`config.mk`:
```
export PLATFORM = sky130hd
export DESIGN_NAME = uart_image_loader_flat
export DESIGN_NICKNAME = d
export VERILOG_FILES = /design/src/rtl/uart_image_loader_if.sv /design/src/rtl/uart_image_loader.sv /design/src/flat_wrapper.sv
export SDC_FILE = /design/constraint.sdc
export NUM_CORES = 1
export LEC_CHECK = 0
export BUFFER_PORTS_ARGS = -buffer_cell sky130_fd_sc_hd__buf_2
export CORE_UTILIZATION = 35
export DETAILED_ROUTE_END_ITERATION = 8
export PLACE_DENSITY = 0.63
export SLEW_MARGIN = 20
export SYNTH_ARGS = -nofsm -noshare
export SYNTH_HDL_FRONTEND = slang
export SYNTH_SLANG_ARGS = --single-unit
```
`constraint.sdc`:
```
create_clock -name clk_ctrl -period 3.8 [get_ports clk_ctrl]
set_clock_uncertainty 0.15 [all_clocks]
set_input_delay 0.57 -clock clk_ctrl [delete_from_list [all_inputs] [get_ports clk_ctrl]]
set_output_delay 0.57 -clock clk_ctrl [all_outputs]
set_load 0.005 [all_outputs]
```
`src/rtl/uart_image_loader_if.sv`:
```
// Byte-stream input, RAM write port and load status of the UART image loader.
interface uart_image_loader_if #(
  parameter int unsigned ADDR_WIDTH = 16
);
  logic [7:0]            rx_data;
  logic                  rx_valid;
  logic                  ram_wr_en;
  logic [ADDR_WIDTH-1:0] ram_wr_addr;
  logic [15:0]           ram_wr_data;
  logic                  load_busy;
  logic                  load_done;
  logic                  load_err;

  modport master (
    output rx_data, rx_valid,
    input  ram_wr_en, ram_wr_addr, ram_wr_data, load_busy, load_done, load_err
  );

  modport slave (
    input  rx_data, rx_valid,
    output ram_wr_en, ram_wr_addr, ram_wr_data, load_busy, load_done, load_err
  );
endinterface

```
`src/rtl/uart_image_loader.sv`:
```
// Hunts for an A5 5A header in a UART byte stream, then packs byte pairs into
// RGB565 pixels written sequentially into the image RAM.
module uart_image_loader #(
  parameter int unsigned IMG_WIDTH      = 169,
  parameter int unsigned IMG_HEIGHT     = 267,
  parameter int unsigned ADDR_WIDTH     = 16,
  parameter int unsigned TIMEOUT_CYCLES = 3300000,
  parameter bit          MSB_FIRST      = 1'b1
) (
  input logic               clk_ctrl,
  input logic               rst_p,
  uart_image_loader_if.slave bus
);

  typedef enum logic [1:0] {HUNT, SYNC2, BYTE0, BYTE1} state_t;

  localparam int unsigned NPIX  = IMG_WIDTH * IMG_HEIGHT;
  localparam int unsigned IDX_W = (NPIX > 1) ? $clog2(NPIX) : 1;
  localparam int unsigned CNT_W = (TIMEOUT_CYCLES > 1) ? $clog2(TIMEOUT_CYCLES) : 1;
  localparam logic [IDX_W-1:0] LAST_IDX = IDX_W'(NPIX - 1);
  localparam logic [CNT_W-1:0] TO_LAST  = CNT_W'(TIMEOUT_CYCLES - 1);

  state_t                state_q, state_d;
  logic [IDX_W-1:0]      idx_q, idx_d;
  logic [7:0]            byte_q, byte_d;
  logic [CNT_W-1:0]      cnt_q, cnt_d;
  logic                  wr_en_q, wr_en_d;
  logic [ADDR_WIDTH-1:0] addr_q, addr_d;
  logic [15:0]           data_q, data_d;
  logic                  busy_q, busy_d;
  logic                  done_q, done_d;
  logic                  err_q, err_d;
  logic [15:0]           pixel;

  assign pixel = MSB_FIRST ? {byte_q, bus.rx_data} : {bus.rx_data, byte_q};

  always_ff @(posedge clk_ctrl or posedge rst_p) begin
    if (rst_p) begin
      state_q <= HUNT;
      idx_q   <= '0;
      byte_q  <= '0;
      cnt_q   <= '0;
      wr_en_q <= 1'b0;
      addr_q  <= '0;
      data_q  <= '0;
      busy_q  <= 1'b0;
      done_q  <= 1'b0;
      err_q   <= 1'b0;
    end else begin
      state_q <= state_d;
      idx_q   <= idx_d;
      byte_q  <= byte_d;
      cnt_q   <= cnt_d;
      wr_en_q <= wr_en_d;
      addr_q  <= addr_d;
      data_q  <= data_d;
      busy_q  <= busy_d;
      done_q  <= done_d;
      err_q   <= err_d;
    end
  end

  always_comb begin
    state_d = state_q;
    idx_d   = idx_q;
    byte_d  = byte_q;
    cnt_d   = cnt_q;
    wr_en_d = 1'b0;
    addr_d  = addr_q;
    data_d  = data_q;
    busy_d  = busy_q;
    done_d  = 1'b0;
    err_d   = err_q;
    unique case (state_q)
      HUNT: begin
        busy_d = 1'b0;
        if (bus.rx_valid && bus.rx_data == 8'hA5) state_d = SYNC2;
      end
      SYNC2: begin
        if (bus.rx_valid) begin
          if (bus.rx_data == 8'h5A) begin
            state_d = BYTE0;
            idx_d   = '0;
            cnt_d   = '0;
            err_d   = 1'b0;
            busy_d  = 1'b1;
          end else if (bus.rx_data != 8'hA5) begin
            state_d = HUNT;
          end
        end
      end
      BYTE0, BYTE1: begin
        if (bus.rx_valid) begin
          cnt_d = '0;
          if (state_q == BYTE0) begin
            byte_d  = bus.rx_data;
            state_d = BYTE1;
          end else begin
            wr_en_d = 1'b1;
            addr_d  = ADDR_WIDTH'(idx_q);
            data_d  = pixel;
            // Last pixel finishes the load in the same cycle as its write.
            if (idx_q == LAST_IDX) begin
              done_d  = 1'b1;
              busy_d  = 1'b0;
              state_d = HUNT;
            end else begin
              idx_d   = idx_q + IDX_W'(1);
              state_d = BYTE0;
            end
          end
        end else if (cnt_q == TO_LAST) begin
          cnt_d   = '0;
          busy_d  = 1'b0;
          err_d   = 1'b1;
          state_d = HUNT;
        end else begin
          cnt_d = cnt_q + CNT_W'(1);
        end
      end
      default: state_d = HUNT;
    endcase
  end

  assign bus.ram_wr_en   = wr_en_q;
  assign bus.ram_wr_addr = addr_q;
  assign bus.ram_wr_data = data_q;
  assign bus.load_busy   = busy_q;
  assign bus.load_done   = done_q;
  assign bus.load_err    = err_q;

endmodule
```
`src/flat_wrapper.sv`:
```
// flat-port wrapper written by rule: the top's interface ports become plain ports
module uart_image_loader_flat 
#(
  parameter int unsigned IMG_WIDTH      = 169,
  parameter int unsigned IMG_HEIGHT     = 267,
  parameter int unsigned ADDR_WIDTH     = 16,
  parameter int unsigned TIMEOUT_CYCLES = 3300000,
  parameter bit          MSB_FIRST      = 1'b1
)
  (clk_ctrl, rst_p, bus_rx_data, bus_rx_valid, bus_ram_wr_en, bus_ram_wr_addr, bus_ram_wr_data, bus_load_busy, bus_load_done, bus_load_err);
  uart_image_loader_if #(.ADDR_WIDTH(ADDR_WIDTH)) bus_i ();
  input logic clk_ctrl;
  input logic rst_p;
  input wire logic [$bits(bus_i.rx_data)-1:0] bus_rx_data;
  input wire logic [$bits(bus_i.rx_valid)-1:0] bus_rx_valid;
  output wire logic [$bits(bus_i.ram_wr_en)-1:0] bus_ram_wr_en;
  output wire logic [$bits(bus_i.ram_wr_addr)-1:0] bus_ram_wr_addr;
  output wire logic [$bits(bus_i.ram_wr_data)-1:0] bus_ram_wr_data;
  output wire logic [$bits(bus_i.load_busy)-1:0] bus_load_busy;
  output wire logic [$bits(bus_i.load_done)-1:0] bus_load_done;
  output wire logic [$bits(bus_i.load_err)-1:0] bus_load_err;
  assign bus_i.rx_data = bus_rx_data;
  assign bus_i.rx_valid = bus_rx_valid;
  assign bus_ram_wr_en = bus_i.ram_wr_en;
  assign bus_ram_wr_addr = bus_i.ram_wr_addr;
  assign bus_ram_wr_data = bus_i.ram_wr_data;
  assign bus_load_busy = bus_i.load_busy;
  assign bus_load_done = bus_i.load_done;
  assign bus_load_err = bus_i.load_err;
  uart_image_loader #(.IMG_WIDTH(IMG_WIDTH), .IMG_HEIGHT(IMG_HEIGHT), .ADDR_WIDTH(ADDR_WIDTH), .TIMEOUT_CYCLES(TIMEOUT_CYCLES), .MSB_FIRST(MSB_FIRST)) u_core (.clk_ctrl(clk_ctrl), .rst_p(rst_p), .bus(bus_i));
endmodule
```
After elaboration in Yosys (flattened, before gate mapping):

Index checks and enable logic that the tools add are counted.

* register bits: 84
* output and inout bits: 36
* bits of input ports: 11
* logic and storage cells: 83

* $add $sub $neg: 2
* equal/unequal tests: 20
* reductions and logical operators: 11
* bitwise logic cells: 1
* multiplexer cells: 39

Operators by type and width (number)
* $mux W22: 4
* $mux W16: 5
* $pmux W22 S2: 1
* $pmux W16 S2: 1
* $add A22 B1 Y22 const B: 1
* $eq A22 B22 Y1 const B: 1
* $mux W1: 17
* $add A16 B1 Y16 const B: 1
* $eq A16 B16 Y1 const B: 1
* $mux W2: 8
* $ne A2 B2 Y1 const B: 5
* $reduce_and A5 Y1: 2
* $reduce_and A3 Y1: 3
* $eq A8 B7 Y1 const B: 1
* $eq A8 B8 Y1 const B: 1
* $ne A8 B8 Y1 const B: 1
* $ne A2 B1 Y1 const B: 3
* $ne A3 B2 Y1 const B: 2
* $pmux W2 S3: 1
* $reduce_and A6 Y1: 1
* $eq A2 B2 Y1 const B: 2
* $reduce_and A4 Y1: 1
* $ne A3 B1 Y1 const B: 1
* $ne A3 B3 Y1 const B: 1
* other kinds (8): 8

Longest topological paths before layout:

Gate-level depths: netlist of run 1.

* word-level depth: 5
* gate-level depth with buffers: 8
* mapped depth without buffers: 7

Worst setup path before layout of run 1:

OpenSTA, ideal clock, no wires.

* path type: input to register
* start point: input port bus_rx_valid
* end point: register u_core.idx_q[15]
* buffers on the path: 1
* required time: 3.513 ns
* cell stages on the path: 6
* path slack: 1.715 ns
* arrival: 1.798 ns
* setup time: 0.137 ns
* path through: buf_2 > nand4_1 > or4_1 > nor3_2 > xnor2_1 > nor2_1

* longest elaborated chain between the ends: 2
* elaborated cells between the ends (all ways): 3
* those cells by class: eq/ne (2); reduce/logical (1)

RTL lines
* start: declaration: line flat_wrapper.sv:15 `input wire logic [$bits(bus_i.rx_valid)-1:0] bus_rx_valid;`
* $ne A2 B2 Y1 (no source line)
* $reduce_and A6 Y1 (no source line) *
* end signal: assignment: line uart_image_loader.sv:51 `idx_q <= idx_d;`
* end: declaration: line uart_image_loader.sv:24 `logic [IDX_W-1:0] idx_q, idx_d;`

Mark *: on every way between the ends. The rest lies on a longest branch, timed or not.
A chain may end at the register's enable or synchronous reset.

Worst setup path in the final report of run 1:

* start point: register u_core.cnt_q[0]
* end point: register u_core.cnt_q[11]

* longest elaborated chain between the ends: 4
* elaborated cells between the ends (all ways): 5
* those cells by class: add/sub (1); eq/ne (1); mux (3)

RTL lines
* start: declaration: line uart_image_loader.sv:26 `logic [CNT_W-1:0] cnt_q, cnt_d;`
* start signal: assignment: line uart_image_loader.sv:53 `cnt_q <= cnt_d;`
* $add A22 B1 Y22 or $eq A22 B22 Y1 (tied branches): line uart_image_loader.sv:118, uart_image_loader.sv:112
* $mux W22 *: line uart_image_loader.sv:112 `end else if (cnt_q == TO_LAST) begin`
* $mux W22 *: line uart_image_loader.sv:93 `if (bus.rx_valid) begin`
* $pmux W22 S2 *: line uart_image_loader.sv:74 `unique case (state_q)`

Marked as above.

==> results of run 1 <==
sequential cells by signal, indices dropped and copies added, names as in the netlist, 2 cells and up:
signal and count:
u_core.cnt_q 22, u_core.bus.ram_wr_data 16, u_core.byte_q 8, u_core.bus.ram_wr_addr 16, u_core.state_q 2, u_core.idx_q 16
path summary, 6_finish.rpt:
path                                                     endpoint  slack (ns)  cells past startpoint
max reg2reg                          u_core.cnt_q[11]$_DFFE_PP0P_        1.29                      6
max                                  u_core.cnt_q[11]$_DFFE_PP0P_        1.29                      6
min in group clk_ctrl       u_core.bus.ram_wr_addr[0]$_DFFE_PP0P_        0.33                      2
min reg2reg                 u_core.bus.ram_wr_addr[0]$_DFFE_PP0P_        0.33                      2
max in group asynchronous  u_core.bus.ram_wr_data[10]$_DFFE_PP0P_        2.60                      3
min                                  u_core.cnt_q[21]$_DFFE_PP0P_        0.12                      2
worst max-delay path: stages, from the launching register on:
cell,delay (ns)
dfrtp_1,0.41
ha_1,0.25
and4_1,0.39
a31oi_1,0.27
buf_4,0.24
nor2_1,0.52
nor2_1,0.13
kinds of logic (layout without fill, tap and decap cells):
| kind of cell | after synthesis | after routing | synth area share |
|---|---|---|---|
| AND/OR/NAND/NOR | 130 | 130 | 0.202 |
| flip-flops | 84 | 84 | 0.527 |
| AO/OA/AOI/OAI | 48 | 48 | 0.0763 |
| multiplexers | 38 | 38 | 0.107 |
| XOR/XNOR | 24 | 24 | 0.0527 |
| buffers and inverters | 24 | 77 | 0.0254 |
| adder cells (fa/ha/maj) | 3 | 3 | 0.00942 |
layout make-up:
type,count,area share
multi-input cells,243,0.378
clock buffers,11,0.0515
inverters,10,0.00823
clock inverters,4,0.0207
well taps,140,0.0372
repair buffers,52,0.0584
flip-flops and latches,84,0.446
power by group:
group | switching, W | internal, W
registers | 0.0000606 | 0.000969
logic | 0.0000929 | 0.0000841
clock network | 0.000336 | 0.000657
Yosys cell counts (all sizes together) (2+ instances only):
| library cell | number |
|---|---|
| xor2 | 7 |
| nor3 | 8 |
| and2 | 3 |
| nand2 | 21 |
| mux2 | 38 |
| buf | 10 |
| a21oi | 9 |
| or4 | 3 |
| dfrtp | 84 |
| or3 | 3 |
| nor4b | 3 |
| a22o | 4 |
| o21ai | 14 |
| nand2b | 6 |
| nor4 | 7 |
| nand4b | 2 |
| nor3b | 3 |
| o211ai | 3 |
| inv | 10 |
| nor2 | 27 |
| nor4bb | 4 |
| o2111ai | 4 |
| and3 | 7 |
| or4b | 3 |
| ha | 3 |
| and4 | 5 |
| xnor2 | 17 |
| clkbuf | 4 |
| o31ai | 2 |
| nand3 | 10 |
| nor2b | 2 |
| nand4 | 8 |
| a31oi | 7 |
| o22ai | 3 |
metal layers:
layer | track usage | vias up
li1 | - | 1373
met1 | 0.217 | 1428
met2 | 0.238 | 91
met3 | 0.0341 | 8
met4 | 0.0637 | 0
met5 | 0 | -
stage by stage:
step	hold slack (ns)	setup WS (ns)	total power [W]
after floorplan	0.323	0.915	0.00115
after CTS	0.137	1.31	0.00223
after global routing	0.168	1.12	0.00230
after global placement	0.318	1.33	0.00121
after detailed placement	0.325	1.27	0.00122
final	0.118	1.29	0.00220
==> impl_metrics.ini, run 1 <==
[status]
status = finished, final reports clean

[routing]
drc = 0
routedLengthMet1_um = 3900
via_per_inst = 5.33
ant_nets = 0
wl_met3_um = 471
vias = 2900
drt_first_iter_violations = 144
post_drt_wl_per_cell_um = 15.3
routed.top_layer = met4
dr.pass1.iters = 4
wl_met2_um = 3820
wirelength_um = 8310

[floorplan]
row_count = 38
die_h_um = 109
coreArea_um2 = 11000
die_w_um = 109
die-area_um2 = 11800
start_util = 0.363
pin_count = 47

[global_route]
grt_pass1_wl_um = 14400
grt_pass1_vias = 2887
track_usage = 0.157
antenna_found_initial = 0
grt_start_max_net_pins = 33
grt-ovfl-total = 0

[clock_network]
cts_resized = 0
post_cts_buffers = 0
cts.path.max_buffers = 2
holdBufCountCts = 0
cts_made_buffers = 9
cts-root-buf = clkbuf_16
clk_pin_slew_ns = 0.06
cts_sinks = 84
insertion_delay_ns = 0.33
h-tree-depth = 3
cts_tree = built

[placed_design]
gp_congestion = 0.809
io_buffers = 46
hpwl_um = 5760
placed_area_um2 = 4370
place_inst = 529

[flow_run]
max_cap_violations = 0

[power_and_ir_drop]
ir_drop_mv = 0.241
cellLeakagePower_nw = 2.21
p_per_area_nw_per_um2 = 466

[worst_setup_path]
cp-start-kind = register
crit_path_end_kind = register
cp-startpoint = u_core.cnt_q[0]$_DFFE_PP0P_
crit_type = reg -> reg
critPathRequiredTime_ns = 3.83
crit_fanout = 9
arrival_ns = 2.54
r2r_start = u_core.cnt_q[0]$_DFFE_PP0P_

[yosys]
ys_types = 50
mappedNetlistArea_um2 = 3990
synth_top_cell_by_area = dfrtp_1
async_reset_ff_frac = 1.00
synth_ff_type = dfrtp_1
ys_seq_elements = 84
seq_area_frac_synth = 0.527
synth-edff-count = 0
syn-instance-count = 351
synth_area_leaders = dfrtp_1, mux2_2, xnor2_1
synth_top_area_share = 0.527
yosysWarnings = 0
syn_nets = 365
synth_area_per_cell_um2 = 11.4

[cells_and_area]
drive_gt1_frac = 0.290
fin_area_um2 = 4710
finish.net_count = 414
layout_commonest_cell = dfrtp_1
n_fill_cell = 1058
fin_util = 0.429
fin_cells = 544
final_cell_mix = dfrtp_1, buf_2, mux2_2
area_delta_synth_final_pct = 18.3
multi_input_area_um2 = 1780
regArea_um2 = 2100
antennaDiodeCount = 0

[timing]
slew_viol_final = 0
grt_setup_unrepaired = no
fin_crit_ns = 2.51
max_freq_ghz = 0.399
setup_viol = 0
fin_crit_sh = 0.659
hold_viol = 0
maxSlewHeadroom = 0.512
tightest_slew_ns = 0.731
fin_tns_setup_ns = 0

[min_path]
hold_class = in -> async
Power figures use the tool's default switching activity.
==> run 2, diff against run 1 <==
ABC_AREA = 1   (was default)
clock period = 2.45 ns   (was 3.8 ns; I/O delays follow)
==> impl_metrics.ini, run 2 <==
[status]
status = finished with violations
violations = negative hold slack

[cells_and_area]
n_fill_cell = 1230
finish.net_count = 635
area_delta_synth_final_pct = 15.4
regMostFlops = u_core.cnt_q
final_cell_mix = nand2_1, dfrtp_1, nor2_1, inv_1, buf_2
layout_commonest_cell = nand2_1
regArea_um2 = 2100
antennaDiodeCount = 0
drive_gt1_frac = 0.153
largest_reg_flops = 22
multi_input_area_um2 = 1940

[clock_network]
cts.path.max_buffers = 2
cts_made_buffers = 9
cts_resized = 0
clk_pin_slew_ns = 0.07
cts_sinks = 84
insertion_delay_ns = 0.34
post_cts_buffers = 0
holdBufCountCts = 0
cts_tree = built
h-tree-depth = 3
cts-root-buf = clkbuf_16

[yosys]
mappedNetlistArea_um2 = 4380
synth_area_leaders = dfrtp_1, nand2_1, o21ai_0
synth-edff-count = 0
synth_top_area_share = 0.480
yosysWarnings = 0
synth.most_common_cell = nand2_1
syn_nets = 590
synth_common_cells = nand2_1, dfrtp_1, inv_1
async_reset_ff_frac = 1.00
synth_top_cell_by_area = dfrtp_1
synth_area_per_cell_um2 = 7.61
ys_seq_elements = 84
syn-instance-count = 576
ys_types = 34
seq_area_frac_synth = 0.480
synth_ff_type = dfrtp_1

[min_path]
hold_class = in -> async

[global_route]
grt_pass1_wl_um = 17300
antenna_found_initial = 0
grt-ovfl-total = 0
track_usage = 0.169
grt_start_max_net_pins = 85
grt_pass1_vias = 3748

[worst_setup_path]
crit_chain = ha_1 > nand3_2 > nor3_2 > nand3_1 > nand2_2 > nand2_2 > inv_2 > nor3_1
critPathMostFrequentCell = nand2_2
critPathRequiredTime_ns = 2.52
crit_fanout = 10
cp_num_buf_inv = 1
slowest_delay_ns = 0.45
crit_type = reg -> reg
crit_path_end_kind = register
slowest_stage = dfrtp_1
cp-startpoint = u_core.cnt_q[0]$_DFFE_PP0P_
regToRegEndpoint = u_core.cnt_q[2]$_DFFE_PP0P_
rr_worst_depth = 8
cp-start-kind = register
arrival_ns = 2.18
crit_family = simple AND/OR/NAND/NOR gates
r2r_setup_slack_ns = 0.34
r2r_start = u_core.cnt_q[0]$_DFFE_PP0P_

[floorplan]
die_w_um = 114
die-area_um2 = 13000
coreArea_um2 = 12100
die_h_um = 114
start_util = 0.362
row_count = 40
pin_count = 47

[timing]
fin_tns_setup_ns = 0
grt_setup_unrepaired = no
setup_viol = 0
tightest_slew_ns = 0.502
hold_viol = 11
slew_viol_final = 0
maxSlewHeadroom = 0.666
max_freq_ghz = 0.474
hold_ws_ns = -0.00753
fin_crit_ns = 2.11
fin_crit_sh = 0.862

[routing]
drc = 0
drt_first_iter_violations = 277
dr.pass1.iters = 4
ant_nets = 0
via_per_inst = 4.84
wirelength_um = 10100
post_drt_wl_per_cell_um = 12.8
vias = 3843

[placed_design]
io_buffers = 46
gp_congestion = 0.851
hpwl_um = 7400

[flow_run]
max_cap_violations = 0

[power_and_ir_drop]
p_per_area_nw_per_um2 = 608
ir_drop_mv = 0.279
cellLeakagePower_nw = 2.47
-- run 2: cell types whose count changed after synthesis, moves of 6 or more --
cell | previous run | this run
mux2_2 | 38 | 0
nand2_1 | 20 | 169
nand4_1 | 8 | 26
a31oi_1 | 7 | 0
nand3_1 | 10 | 38
nand2b_1 | 6 | 0
inv_1 | 10 | 58
nor3_1 | 6 | 19
o21ai_1 | 5 | 16
nor2_1 | 27 | 57
inv_2 | 0 | 8
xnor2_1 | 17 | 1
o21ai_0 | 9 | 44
-- run 2: kinds of logic (layout without fill, tap and decap cells) --
group / count (synthesis) / count (layout) / synth area share
xor+xnor: 3 / 3 / 0.00600
fa+ha+maj: 3 / 3 / 0.00857
simple gates: 333 / 333 / 0.345
buf+inv: 82 / 132 / 0.0782
flops: 84 / 84 / 0.480
compound gates: 71 / 71 / 0.0825
-- run 2: routing by layer --
metal,vias to the layer above,global-route usage,part of all wire
met5,-,0,0
met4,0,0.0797,0.025
met3,20,0.0234,0.041
met2,106,0.276,0.45
met1,1758,0.222,0.48
li1,1959,-,-
-- run 2: cell type report --
| cell class | instances | area share |
|---|---|---|
| clock buffers | 9 | 0.0445 |
| clock inverters | 7 | 0.0116 |
| inverters | 67 | 0.0510 |
| multi-input cells | 410 | 0.383 |
| flip-flops and latches | 84 | 0.416 |
| well taps | 168 | 0.0416 |
| repair buffers | 49 | 0.0525 |
-- run 2: worst reg2reg max path, cell delays in order (launching register included) --
cell and delay (ns):
dfrtp_1 0.45, ha_1 0.35, nand3_2 0.18, nor3_2 0.14, nand3_1 0.19, nand2_2 0.17
nand2_2 0.17, inv_2 0.14, nor3_1 0.06
-- run 2: metrics by stage --
step	util	cell area [µm²]	power (W)	setup WS (ns)	instances
2_1_floorplan	-	4390	0.00171	0.793	576
6_report	0.417	5060	0.00307	0.339	794
5_1_grt	0.417	5060	0.00321	0.135	794
3_3_place_gp	0.394	4770	0.00180	0.323	778
4_1_cts	0.417	5060	0.00311	0.326	794
3_5_place_dp	0.394	4770	0.00181	0.343	778
-- run 2: where the power goes --
| part | switching (W) | leakage [nW] | internal, W |
|---|---|---|---|
| Sequential | 0.0000523 | 1.13 | 0.00144 |
| Clock | 0.000588 | 0.139 | 0.000704 |
| Combinational | 0.000196 | 1.20 | 0.0000933 |
| Total | 0.000837 | 2.47 | 0.00224 |
-- run 2: worst max path at each step --
stage / endpoint / slack (ns) / depth (start not counted)
2_1_floorplan: u_core.state_q[0]$_DFFE_PP0P_ / 0.79 / 8
3_3_place_gp: u_core.cnt_q[4]$_DFFE_PP0P_ / 0.32 / 8
3_5_place_dp: u_core.cnt_q[2]$_DFFE_PP0P_ / 0.34 / 8
4_1_cts: u_core.cnt_q[2]$_DFFE_PP0P_ / 0.33 / 8
5_1_grt: u_core.cnt_q[12]$_DFFE_PP0P_ / 0.14 / 8
6_report: u_core.cnt_q[2]$_DFFE_PP0P_ / 0.34 / 8
